### config.mk
export PLATFORM = sky130hd
export DESIGN_NAME = prog_fsm
export DESIGN_NICKNAME = d
export VERILOG_FILES = /design/src/rtl/prog_fsm_pkg.sv /design/src/rtl/prog_fsm_table.sv /design/src/rtl/prog_fsm.sv
export SDC_FILE = /design/constraint.sdc
export NUM_CORES = 1
export LEC_CHECK = 0
export BUFFER_PORTS_ARGS = -buffer_cell sky130_fd_sc_hd__buf_2
export CORE_ASPECT_RATIO = 0.8
export CORE_MARGIN = 3
export CORE_UTILIZATION = 67
export DETAILED_ROUTE_END_ITERATION = 7
export GPL_ROUTABILITY_DRIVEN = 0
export PLACE_DENSITY = 0.93
export RECOVER_POWER = 100
export SYNTH_ARGS = -nofsm -noshare
export SYNTH_HDL_FRONTEND = slang
export SYNTH_SLANG_ARGS = --single-unit
### constraint.sdc
create_clock -name Clk -period 5.3 [get_ports Clk]
set_input_delay 0.795 -clock Clk [delete_from_list [all_inputs] [get_ports Clk]]
set_output_delay 0.795 -clock Clk [all_outputs]
set_load 0.02 [all_outputs]
### src/rtl/prog_fsm_pkg.sv
// Shared definitions for the table-driven FSM: the default widths of the
// legacy a/b sequencer configuration, the entry layout and address packing.
package prog_fsm_pkg;

  localparam int DEF_IN_W    = 2;
  localparam int DEF_STATE_W = 3;
  localparam int DEF_OUT_W   = 1;

  localparam int ADDR_W  = DEF_STATE_W + DEF_IN_W;
  localparam int ENTRY_W = DEF_STATE_W + DEF_OUT_W + 1;

  // One table entry, packed as {hold, next, out}.
  typedef struct packed {
    logic                   hold;
    logic [DEF_STATE_W-1:0] next;
    logic [DEF_OUT_W-1:0]   out;
  } entry_t;

  // Idle entry: hold the output and stay in (or return to) state 0.
  localparam entry_t DEFAULT_ENTRY = '{hold: 1'b1, next: '0, out: '0};

  // Table address of the entry for a {state, in} pair.
  function automatic logic [ADDR_W-1:0] pack_addr(input logic [DEF_STATE_W-1:0] s,
                                                  input logic [DEF_IN_W-1:0]    i);
    return {s, i};
  endfunction

endpackage

### src/rtl/prog_fsm_table.sv
// Transition/output table: flop array with a validated write port, a
// combinational lookup port for the stepping logic and a registered readback.
module prog_fsm_table
  import prog_fsm_pkg::*;
#(
  parameter  int IN_W       = DEF_IN_W,
  parameter  int STATE_W    = DEF_STATE_W,
  parameter  int OUT_W      = DEF_OUT_W,
  parameter  int NUM_STATES = 4,
  parameter  int RST_STATE  = 0,
  localparam int A_W        = STATE_W + IN_W,
  localparam int E_W        = STATE_W + OUT_W + 1
) (
  input  logic               Clk,
  input  logic               Rst,
  input  logic               we,
  input  logic [A_W-1:0]     waddr,
  input  logic [STATE_W-1:0] wnext,
  input  logic [OUT_W-1:0]   wout,
  input  logic               whold,
  input  logic [A_W-1:0]     laddr,
  output logic [E_W-1:0]     lentry,
  input  logic [A_W-1:0]     raddr,
  output logic [E_W-1:0]     rdata,
  output logic               wrej
);

  localparam int DEPTH = 1 << A_W;
  localparam logic [E_W-1:0] DEF_ENTRY = {1'b1, STATE_W'(RST_STATE), {OUT_W{1'b0}}};

  logic [E_W-1:0]     mem [DEPTH];
  logic [STATE_W-1:0] wstate;
  logic               wok;

  // A write must name a legal source state and a legal destination state.
  assign wstate = waddr[A_W-1:IN_W];
  assign wok    = (int'(wstate) < NUM_STATES) && (int'(wnext) < NUM_STATES);
  assign wrej   = we & ~wok;

  // Lookup for the current {state, in}; sees the entry before any same-cycle write.
  assign lentry = mem[laddr];

  // Table storage, validated write and registered readback.
  always_ff @(posedge Clk) begin
    if (Rst) begin
      // NOTE: the table is flop-based and deliberately reset, so an unprogrammed machine idles; a RAM-style array would not allow this loop.
      for (int i = 0; i < DEPTH; i++) mem[i] <= DEF_ENTRY;
      rdata <= '0;
    end else begin
      // NOTE: non-blocking assignments make readback and lookup see the pre-write entry in a same-cycle write.
      rdata <= mem[raddr];
      if (we && wok) mem[waddr] <= {whold, wnext, wout};
    end
  end

endmodule

### src/rtl/prog_fsm.sv
// Programmable FSM: state and registered output step through a run-time
// loaded table; cfg_err records any rejected table write until reset.
module prog_fsm
  import prog_fsm_pkg::*;
#(
  parameter  int                IN_W       = DEF_IN_W,
  parameter  int                STATE_W    = DEF_STATE_W,
  parameter  int                OUT_W      = DEF_OUT_W,
  parameter  int                NUM_STATES = 4,
  parameter  int                RST_STATE  = 0,
  parameter  logic [OUT_W-1:0]  RST_OUT    = '0,
  localparam int                A_W        = STATE_W + IN_W,
  localparam int                E_W        = STATE_W + OUT_W + 1
) (
  input  logic               Clk,
  input  logic               Rst,
  input  logic               en,
  input  logic [IN_W-1:0]    in,
  output logic [OUT_W-1:0]   y,
  output logic [STATE_W-1:0] state,
  output logic               changed,
  input  logic               cfg_we,
  input  logic [A_W-1:0]     cfg_addr,
  input  logic [STATE_W-1:0] cfg_next,
  input  logic [OUT_W-1:0]   cfg_out,
  input  logic               cfg_hold,
  input  logic [A_W-1:0]     cfg_raddr,
  output logic [E_W-1:0]     cfg_rdata,
  output logic               cfg_err
);

  typedef struct packed {
    logic               hold;
    logic [STATE_W-1:0] next;
    logic [OUT_W-1:0]   out;
  } ent_t;

  logic [E_W-1:0] lentry;
  ent_t           e;
  logic           wrej;

  prog_fsm_table #(
    .IN_W      (IN_W),
    .STATE_W   (STATE_W),
    .OUT_W     (OUT_W),
    .NUM_STATES(NUM_STATES),
    .RST_STATE (RST_STATE)
  ) u_table (
    .Clk   (Clk),
    .Rst   (Rst),
    .we    (cfg_we),
    .waddr (cfg_addr),
    .wnext (cfg_next),
    .wout  (cfg_out),
    .whold (cfg_hold),
    .laddr ({state, in}),
    .lentry(lentry),
    .raddr (cfg_raddr),
    .rdata (cfg_rdata),
    .wrej  (wrej)
  );

  assign e = ent_t'(lentry);

  // State/output step, change pulse and sticky write-error flag.
  always_ff @(posedge Clk) begin
    if (Rst) begin
      state   <= STATE_W'(RST_STATE);
      y       <= RST_OUT;
      changed <= 1'b0;
      cfg_err <= 1'b0;
    end else begin
      if (en) begin
        state   <= e.next;
        changed <= (e.next != state);
        if (!e.hold) y <= e.out;
      end else begin
        changed <= 1'b0;
      end
      if (wrej) cfg_err <= 1'b1;
    end
  end

endmodule

==> summary.md, run 1 <==
| Metric | Value |
|---|---|
| Clock Sinks | `171` |
| #FFs+latches synth | `171` |
| Int Power | `between 2 and 3 mW` |
| Clk buf depth | `2` |
| Setup CP Type | `input port to flop` |
| Predominant post-synthesis flop cell | `edfxtp_1` |
| Vias per cell | `6.79` |
| IO Pins | `32` |
| Synth cell types | `35` |
| Fillers | `614` |
| Slew @ Worst Pin | `1.78 ns` |
| RSZ-0062 raised after global routing | `no` |
| Post-CTS Setup Inserts | `0` |
| Mapped cell area | `8390 sq um` |
| Hold crit path type | `flop to flop` |
| Leakage dissipation | `3.28 nW` |
| Area contributors post-synth | `edfxtp_1 (57%), mux4_2 (23%), mux2i_1 (2.9%)` |
| Row count | `35` |
| Final wirelength | `between 15000 and 20000 um` |
| Placed insts | `751` |
| NetSw | `0.812 mW` |
| Max-cap check violation count | `3` |
| Syn-to-layout area delta | `12.5%` |
| Async set-or-reset flop fraction in the synthesized netlist | `0` |
| Final setup fails | `0` |
| Syn avg cell area | `16.1 sq um` |
| Most frequent cell after synthesis | `edfxtp_1` |
| Post-CTS Hold Buffers | `0` |
| Final hold vios | `0` |
| Final min period | `3.90 ns` |
| Switching share of power | `0.244` |
| Critical path arrival | `4.24 ns` |
| Grt total ovfl | `0` |
| CP Launch Type | `input port` |
| Top-area cell type share of the netlist area | `0.573` |
| # diodes | `0` |
| Pins over their slew limit | `between 100 and 150` |
| Routed via count | `~5300` |
| IO buf count | `31` |
| Status | `finished, violations left` |
| Failing checks | `capacitance limit, slew limit` |
| Post-synth top cells | `edfxtp_1 (160), mux4_2 (85), clkbuf_1 (51)` |
| Setup TNS | `0 ns` |
| Core Area | `11900 sq um` |
| Initial Util | `0.707` |
| Relative slew slack | `-0.184` |
| First-pass GRT wire length | `30900 um` |
| Detailed Routing Iterations Pass 1 | `5` |
| HPWL after detailed placement | `12600 um` |
| EDFF count, synth | `160` |
| DRC viols | `0` |
| Clk_lat worst skew | `around 0.44 ns` |
| Clock Skew | `around 0.012 ns` |
| Clk root buf | `clkbuf_16` |
| Synth area leader | `edfxtp_1` |
| Cts bufs inserted | `17` |
| Sequential share of the synthesized area | `0.599` |
| Tcrit/Tclk final | `0.736` |
| GRT Overall Usage | `0.302` |
| Max FO, Critical Path | `22` |
| Die Span X | `131 um` |
| Clk pwr share | `0.378` |
| Clk slew on worst S/H paths | `0.06 ns` |
| Cell count after synthesis | `520` |
| Vias in the first global route | `5302` |
| Sequential Power Share | `0.498` |
| Nets | `between 600 and 700` |
| CTS tree | `done` |
| Largest net degree at the start of global routing | `between 60 and 70` |
| Routed Antenna Nets | `0` |
| DR iter-0 viols | `between 900 and 1000` |
| Comb power frac | `0.124` |
| Die height | `106 um` |
| Post-CTS resize count | `0` |
| Yosys warnings | `0` |
| Die footprint | `13900 sq um` |
| Worst vdd ir | `0.233 mV` |
| Nature of the critical path endpoint | `flop` |
| H-tree depth | `4` |
| Highest clock rate | `256 MHz` |
| CP required | `5.63 ns` |
| Pwr per Cell Area | `352 nW/um^2` |
| Initial antenna violation count | `0` |
| Wire per inst | `25.0 um` |
| Layout cells sized above 1 | `0.229` |
| Post-Layout Cell Count | `783` |
==> cell usage in the layout (no fill, tap or decap), drive strengths merged, types with 4 or more instances in the layout <==
master	count
clkbuf	35
inv	8
nand2	18
nand3	7
or3	15
a221oi	4
mux2i	24
nor2b	8
a2111oi	5
conb	96
mux4	85
buf	21
nor3	39
nor2	24
o21ai	14
dfxtp	11
a21oi	4
edfxtp	160
clkinv	6
==> metrics by stage <==
step | utilization | hold WS [ns] | power, mW | cell area, sq um | setup WS [ns]
floorplan | - | 0.522 | 1.95 | 8740 | 2.59
global placement | 0.748 | 0.434 | 2.05 | 8880 | 1.74
detailed placement | 0.748 | 0.453 | 2.07 | 8880 | 1.57
CTS | 0.798 | 0.463 | 3.31 | 9470 | 2.03
global route | 0.796 | 0.497 | 3.41 | 9440 | 1.03
finish | 0.796 | 0.458 | 3.32 | 9440 | 1.40
==> critical path: stages <==
cell and delay (ns):
clkbuf_1 1.19, buf_4 0.54, mux4_2 0.55, mux4_2 0.48, mux2i_1 0.22, nand2_1 0.12, a31o_1 0.20, a21oi_1 0.12
==> worst paths after layout <==
path                  from       to  slack, ns  cells after the start
hold reg to reg    cfg_err  cfg_err       0.46                      2
setup reg to reg  state[0]  changed       2.42                      6
hold / removal     cfg_err  cfg_err       0.46                      2
setup / recovery     in[0]        y       1.40                      8
==> power by group through the flow <==
stage | Combinational [mW] | Clock, mW | Sequential (mW)
after detailed placement | 0.400 | 0 | 1.67
after global routing | 0.438 | 1.32 | 1.66
after floorplan | 0.297 | 0 | 1.65
after global placement | 0.387 | 0 | 1.66
final | 0.411 | 1.26 | 1.65
after CTS | 0.406 | 1.26 | 1.65
==> layout make-up <==
cell class / instances / area, sq um / area share
flip-flops and latches: 171 / 5020 / 0.532
clock inverters: 12 / 150 / 0.0159
clock buffers: 20 / 437 / 0.0462
well taps: 166 / 208 / 0.0220
repair buffers: 36 / 170 / 0.0180
multi-input cells: 370 / 3420 / 0.362
inverters: 8 / 30.0 / 0.00318
==> metal layers <==
metal  wire, um  GRT usage
met1       7060      0.413
met2       9420      0.474
met3       2350     0.0889
met4        707      0.111
met5          0          0
==> flip-flops by register name (all words and copies together) (netlist names) <==
| register | count |
|---|---|
| cfg_err | 1 |
| changed | 1 |
| state | 3 |
| u_table.mem | 160 |
| u_table.rdata | 5 |
| y | 1 |
==> cells by family after synthesis <==
logic type	after synthesis	synth area share
compound gates	36	0.0291
xor+xnor	1	0.00104
buf+inv	73	0.0352
flops	171	0.599
mux	110	0.258
other cells	2	0.000895
simple gates	127	0.0767
(Power assumes the default switching activity.)
==> run 2: changes to the inputs <==
Settings changed: CORE_UTILIZATION 67 to 62, PLACE_DENSITY 0.93 to 0.88.
Clock period 5.3 ns to 3.6 ns, I/O delays scaled along.
==> run 2 against run 1 <==
Against the previous run:
- clock skew decreased by 0.0037 ns
- via count decreased by 2.8%
- wire length decreased by 0.62%
- critical endpoint is now u_table.mem[28][3]
- hold slack got worse by 0.067 ns
- first-iteration DRC count decreased by 23%
- die area increased by 7.6%
- register-to-register slack got worse by 1.4 ns
- combinational power increased by 52%
- the flow still finishes with violations (capacitance limit, slew limit)
- non-clock buffer count increased by 10
==> summary.md, run 2 (synthesized netlist as in run 1, its figures left out) <==
| Metric | Value |
|---|---|
| Status | `finished, violations left` |
| Failing checks | `capacitance limit, slew limit` |
| Leakage dissipation | `3.35 nW` |
| Worst Hold End | `cfg_err` |
| Setup ws final | `0.766 ns` |
| Die height | `110 um` |
| Syn-to-layout area delta | `14.0%` |
| Nets | `635` |
| Final setup fails | `0` |
| Die Span X | `around 140 um` |
| Wire per inst | `24.2 um` |
| Routed via count | `just over 5000` |
| CP max-delay cell | `clkbuf_2` |
| Hold crit path type | `input port to flop` |
| FF-to-FF path depth | `7` |
| Reg-to-reg slack, setup | `0.99 ns` |
| Hold WS | `0.391 ns` |
| Clk buf depth | `2` |
| Reg2reg start | `state[0]` |
| Final hold vios | `0` |
| Post-CTS Setup Inserts | `0` |
| Cts bufs inserted | `17` |
| Clock Sinks | `171` |
| Routed Antenna Nets | `0` |
| Hold_sp | `cfg_we` |
| Setup CP Type | `input port to flop` |
| Vias per cell | `6.45` |
| Worst R2R End | `changed` |
| Worst-path cell chain | `clkbuf_1 -> clkbuf_1 -> clkbuf_2` |
| # diodes | `0` |
| IO buf count | `31` |
| Nature of the critical path endpoint | `flop` |
| IO Pins | `32` |
| Post-CTS resize count | `0` |
| Slew @ Worst Pin | `1.77 ns` |
| Initial antenna violation count | `0` |
| Max FO, Critical Path | `73` |
| Most frequent cells in the layout | `edfxtp_1 (160), conb_1 (96), mux4_2 (85), nor3_1 (39)` |
| Most used cell, CP | `clkbuf_1` |
| Max-cap check violation count | `1` |
| Largest net degree at the start of global routing | `74` |
| Worst vdd ir | `roughly 0.40 mV` |
| Die footprint | `15000 sq um` |
| Clk root buf | `clkbuf_16` |
| WP buf/inv | `3` |
| Layout cells sized above 1 | `0.233` |
| H-tree depth | `4` |
| Setup TNS | `0 ns` |
| Stages on the worst setup path | `3` |
| Tcrit/Tclk final | `0.787` |
| Cell depth of the worst min-delay path | `3` |
| Grt total ovfl | `0` |
| Pwr per Cell Area | `519 nW/um^2` |
| Initial Util | `0.643` |
| Final min period | `2.83 ns` |
| CTS tree | `done` |
| Final wirelength | `roughly 19000 um` |
| Pins over their slew limit | `74` |
| RSZ-0062 raised after global routing | `no` |
| Post-CTS Hold Buffers | `0` |
| Core Area | `13100 sq um` |
| Worst path top cell family by delay | `buffers and inverters` |
| Vias in the first global route | `5396` |
| Biggest regs | `u_table.mem (160), u_table.rdata (5), state (3)` |
| Worst path max stage delay | `1.38 ns` |
| CP required | `3.63 ns` |
| Max reg flops | `160` |
| Clock Skew | `0.00800 ns` |
| GRT Overall Usage | `0.285` |
| Critical path arrival | `~2.9 ns` |
| Row count | `37` |
| DRC viols | `0` |
| Detailed Routing Iterations Pass 1 | `5` |
| DR iter-0 viols | `about 710` |
| Relative slew slack | `-0.177` |
| Placement Setup Slack | `0.552 ns` |
| Most common cell after layout, fill and taps aside | `edfxtp_1` |
| HPWL after detailed placement | `12500 um` |
| Clk slew on worst S/H paths | `0.06 ns` |
| Clk_lat worst skew | `0.44 ns` |
| Highest clock rate | `353 MHz` |
| CP Launch Type | `input port` |
| First-pass GRT wire length | `30600 um` |
| Reg with most FFs | `u_table.mem` |
## run 2: worst max-delay path by stage
| stage | from | end | slack (ns) |
|---|---|---|---|
| after floorplan | in[0] | changed | 1.15 |
| final | Rst | u_table.mem[28][3] | 0.77 |
| after global placement | in[0] | changed | 0.61 |
| after detailed placement | in[0] | y | 0.55 |
| after global routing | Rst | u_table.rdata[0] | 0.46 |
| after CTS | in[0] | changed | 0.89 |
## run 2: final cells by class
| class | count | area [sq um] |
|---|---|---|
| Clock buffer | 24 | 472 |
| Clock inverter | 8 | 141 |
| Fill cell | 789 | 3490 |
| Inverter | 8 | 30.0 |
| Multi-Input combinational cell | 370 | 3420 |
| Sequential cell | 171 | 5020 |
| Tap cell | 175 | 219 |
| Timing Repair Buffer | 46 | 258 |
## run 2: through the flow
step / std cells / power, mW / cell area [sq um] / util
finish: 802 / 4.97 / 9570 / 0.733
CTS: 802 / 4.97 / 9600 / 0.736
global route: 802 / 5.11 / 9570 / 0.733
floorplan: 614 / 2.87 / 8740 / -
detailed placement: 770 / 3.06 / 8990 / 0.689
global placement: 770 / 3.03 / 8990 / 0.689
## run 2: power by group
| part | switching, mW | internal, mW |
|---|---|---|
| clock | 0.729 | 1.19 |
| sequential | 0.0869 | 2.33 |
| combinational | 0.341 | 0.284 |
| total | 1.16 | 3.81 |
## run 2: metal layers
layer | track usage | share of wire
met1 | 0.379 | 0.37
met2 | 0.449 | 0.49
met3 | 0.0989 | 0.11
met4 | 0.100 | 0.028
met5 | 0 | 0
## run 2: worst reg2reg max path, delay by kind of cell, from the launching register on
family	cells	cell delay, ns
AOI/OAI and AO/OA	4	1.09
buffers and inverters	1	0.75
DFF	1	0.32
and+or+nand+nor	2	0.35
==> run 3: changes to the inputs <==
Clock period 3.6 ns to 2.9 ns, I/O delays scaled along.
==> run 3 against run 2 <==
Against the previous run:
- the flow now finishes without violations
- first-iteration DRC count increased by 9.7%
- hold slack got worse by 0.12 ns
- count of clock-buffer cells in the layout down 4
- cell count grew 1.5%
- combinational power up 25%
- non-clock buffer count grew 12
==> summary.md, run 3 (synthesized netlist as in run 1, its figures left out) <==
| Metric | Value |
|---|---|
| Status | `complete, no violations` |
| Initial Util | `0.643` |
| Max reg flops | `160` |
| DRC viols | `0` |
| Syn-to-layout area delta | `14.7%` |
| Nets | `~650` |
| HPWL after detailed placement | `13200 um` |
| Detailed Routing Iterations Pass 1 | `5` |
| CP max-delay cell | `clkbuf_1` |
| Final setup fails | `0` |
| Clk root buf | `clkbuf_16` |
| Multi-input gate area | `3420 sq um` |
| Pins over their slew limit | `0` |
| Largest net degree at the start of global routing | `74` |
| CP required | `around 3.2 ns` |
| Routed via count | `5313` |
| IO buf count | `31` |
| Pwr per Cell Area | `639 nW/um^2` |
| Setup TNS | `0 ns` |
| Vias per cell | `6.53` |
| DR iter-0 viols | `777` |
| Final wirelength | `20100 um` |
| Clock Skew | `between 0.005 and 0.006 ns` |
| # diodes | `0` |
| GRT Overall Usage | `0.293` |
| Nature of the critical path endpoint | `flop` |
| Core Area | `13100 sq um` |
| Die footprint | `15000 sq um` |
| Initial antenna violation count | `1` |
| Clk_lat worst skew | `~0.43 ns` |
| FF+latch area | `5020 sq um` |
| Most common cell after layout, fill and taps aside | `edfxtp_1` |
| IO Pins | `32` |
| Slew @ Worst Pin | `roughly 1.0 ns` |
| Clk slew on worst S/H paths | `0.06 ns` |
| Worst path max stage delay | `0.71 ns` |
| Fillers | `approximately 800` |
| Post-CTS resize count | `0` |
| Worst-path cell chain | `clkbuf_1 -> nor2_1 -> a22oi_1 -> nand3_1 -> a2111oi_0 -> a21oi_1 -> o211a_1` |
| H-tree depth | `4` |
| Wire per inst | `24.6 um` |
| Reg with most FFs | `u_table.mem` |
| Hold crit path type | `input port to flop` |
| Critical path arrival | `2.84 ns` |
| Worst path top cell family by delay | `compound AO/OA/AOI/OAI gates` |
| CP Launch Type | `flop` |
| CTS tree | `done` |
| Vias in the first global route | `roughly 5500` |
| Final min period | `2.51 ns` |
| Die Span X | `136 um` |
| First-pass GRT wire length | `31600 um` |
| Clk buf depth | `2` |
| Most frequent cells in the layout | `edfxtp_1 (160), conb_1 (96), mux4_2 (85), nor3_1 (39), clkbuf_1 (32)` |
| Clock Sinks | `171` |
| RSZ-0062 raised after global routing | `no` |
| Die height | `~110 um` |
| Biggest regs | `u_table.mem (160), u_table.rdata (5), state (3)` |
| Cts bufs inserted | `17` |
| Relative slew slack | `0.311` |
| Worst vdd ir | `0.541 mV` |
| Leakage dissipation | `~3.4 nW` |
| Hold WS | `0.273 ns` |
| Final hold vios | `0` |
| Post-CTS Setup Inserts | `0` |
| Setup CP Type | `flop to flop` |
| Highest clock rate | `398 MHz` |
| Layout cells sized above 1 | `0.228` |
| Grt total ovfl | `0` |
| Row count | `37` |
| Tcrit/Tclk final | `0.867` |
| Routed Antenna Nets | `0` |
| Max-cap check violation count | `0` |
| Max FO, Critical Path | `15` |
| WP buf/inv | `1` |
| Post-CTS Hold Buffers | `0` |
==> run 3: changes by cell type in the layout (fill, tap and decap cells not counted), sizes merged <==
cell and change:
clkbuf +8, clkinv +3, inv +1
==> run 3: where the power goes <==
| group | switching, mW | internal (mW) |
|---|---|---|
| Sequential | 0.117 | 2.89 |
| Combinational | 0.423 | 0.358 |
| Clock | 0.926 | 1.44 |
| Total | 1.47 | 4.69 |
==> run 3: metal layers <==
layer / global-route usage / vias up / part of all wire
met5: 0 / - / 0.00035
met1: 0.391 / 2631 / 0.35
met2: 0.483 / 398 / 0.51
li1: - / 2216 / -
met3: 0.0730 / 66 / 0.12
met4: 0.0950 / 2 / 0.030
==> run 3: final timing paths <==
check / start / to / slack (ns) / cells past startpoint
worst max register to register: state[0] / changed / 0.39 / 7
worst min-delay path: cfg_we / cfg_err / 0.27 / 3
worst min register to register: cfg_err / cfg_err / 0.45 / 2
worst max-delay path: state[0] / changed / 0.39 / 7
==> run 3: tightest hold or removal path: cells and delay by family <==
| family | cells | cell delay (ns) |
|---|---|---|
| AO/OA/AOI/OAI | 2 | 0.12 |
| buffers and inverters | 1 | 0.10 |
==> run 3: cell type report <==
type | instances | area share
Sequential cell | 171 | 0.522
Multi-Input combinational cell | 370 | 0.356
Clock buffer | 20 | 0.0454
Timing Repair Buffer | 58 | 0.0329
Tap cell | 175 | 0.0228
Clock inverter | 12 | 0.0178
Inverter | 8 | 0.00312
==> run 3: metrics by stage <==
step | cell area, sq um | cells | worst slack [ns] | total power, mW | utilization
floorplan | 8740 | 614 | 0.551 | 3.56 | -
global placement | 9090 | 782 | 0.310 | 3.77 | 0.697
detailed placement | 9090 | 782 | 0.252 | 3.82 | 0.697
CTS | 9700 | 814 | 0.645 | 6.17 | 0.743
global route | 9620 | 814 | 0.266 | 6.34 | 0.737
finish | 9620 | 814 | 0.386 | 6.15 | 0.737
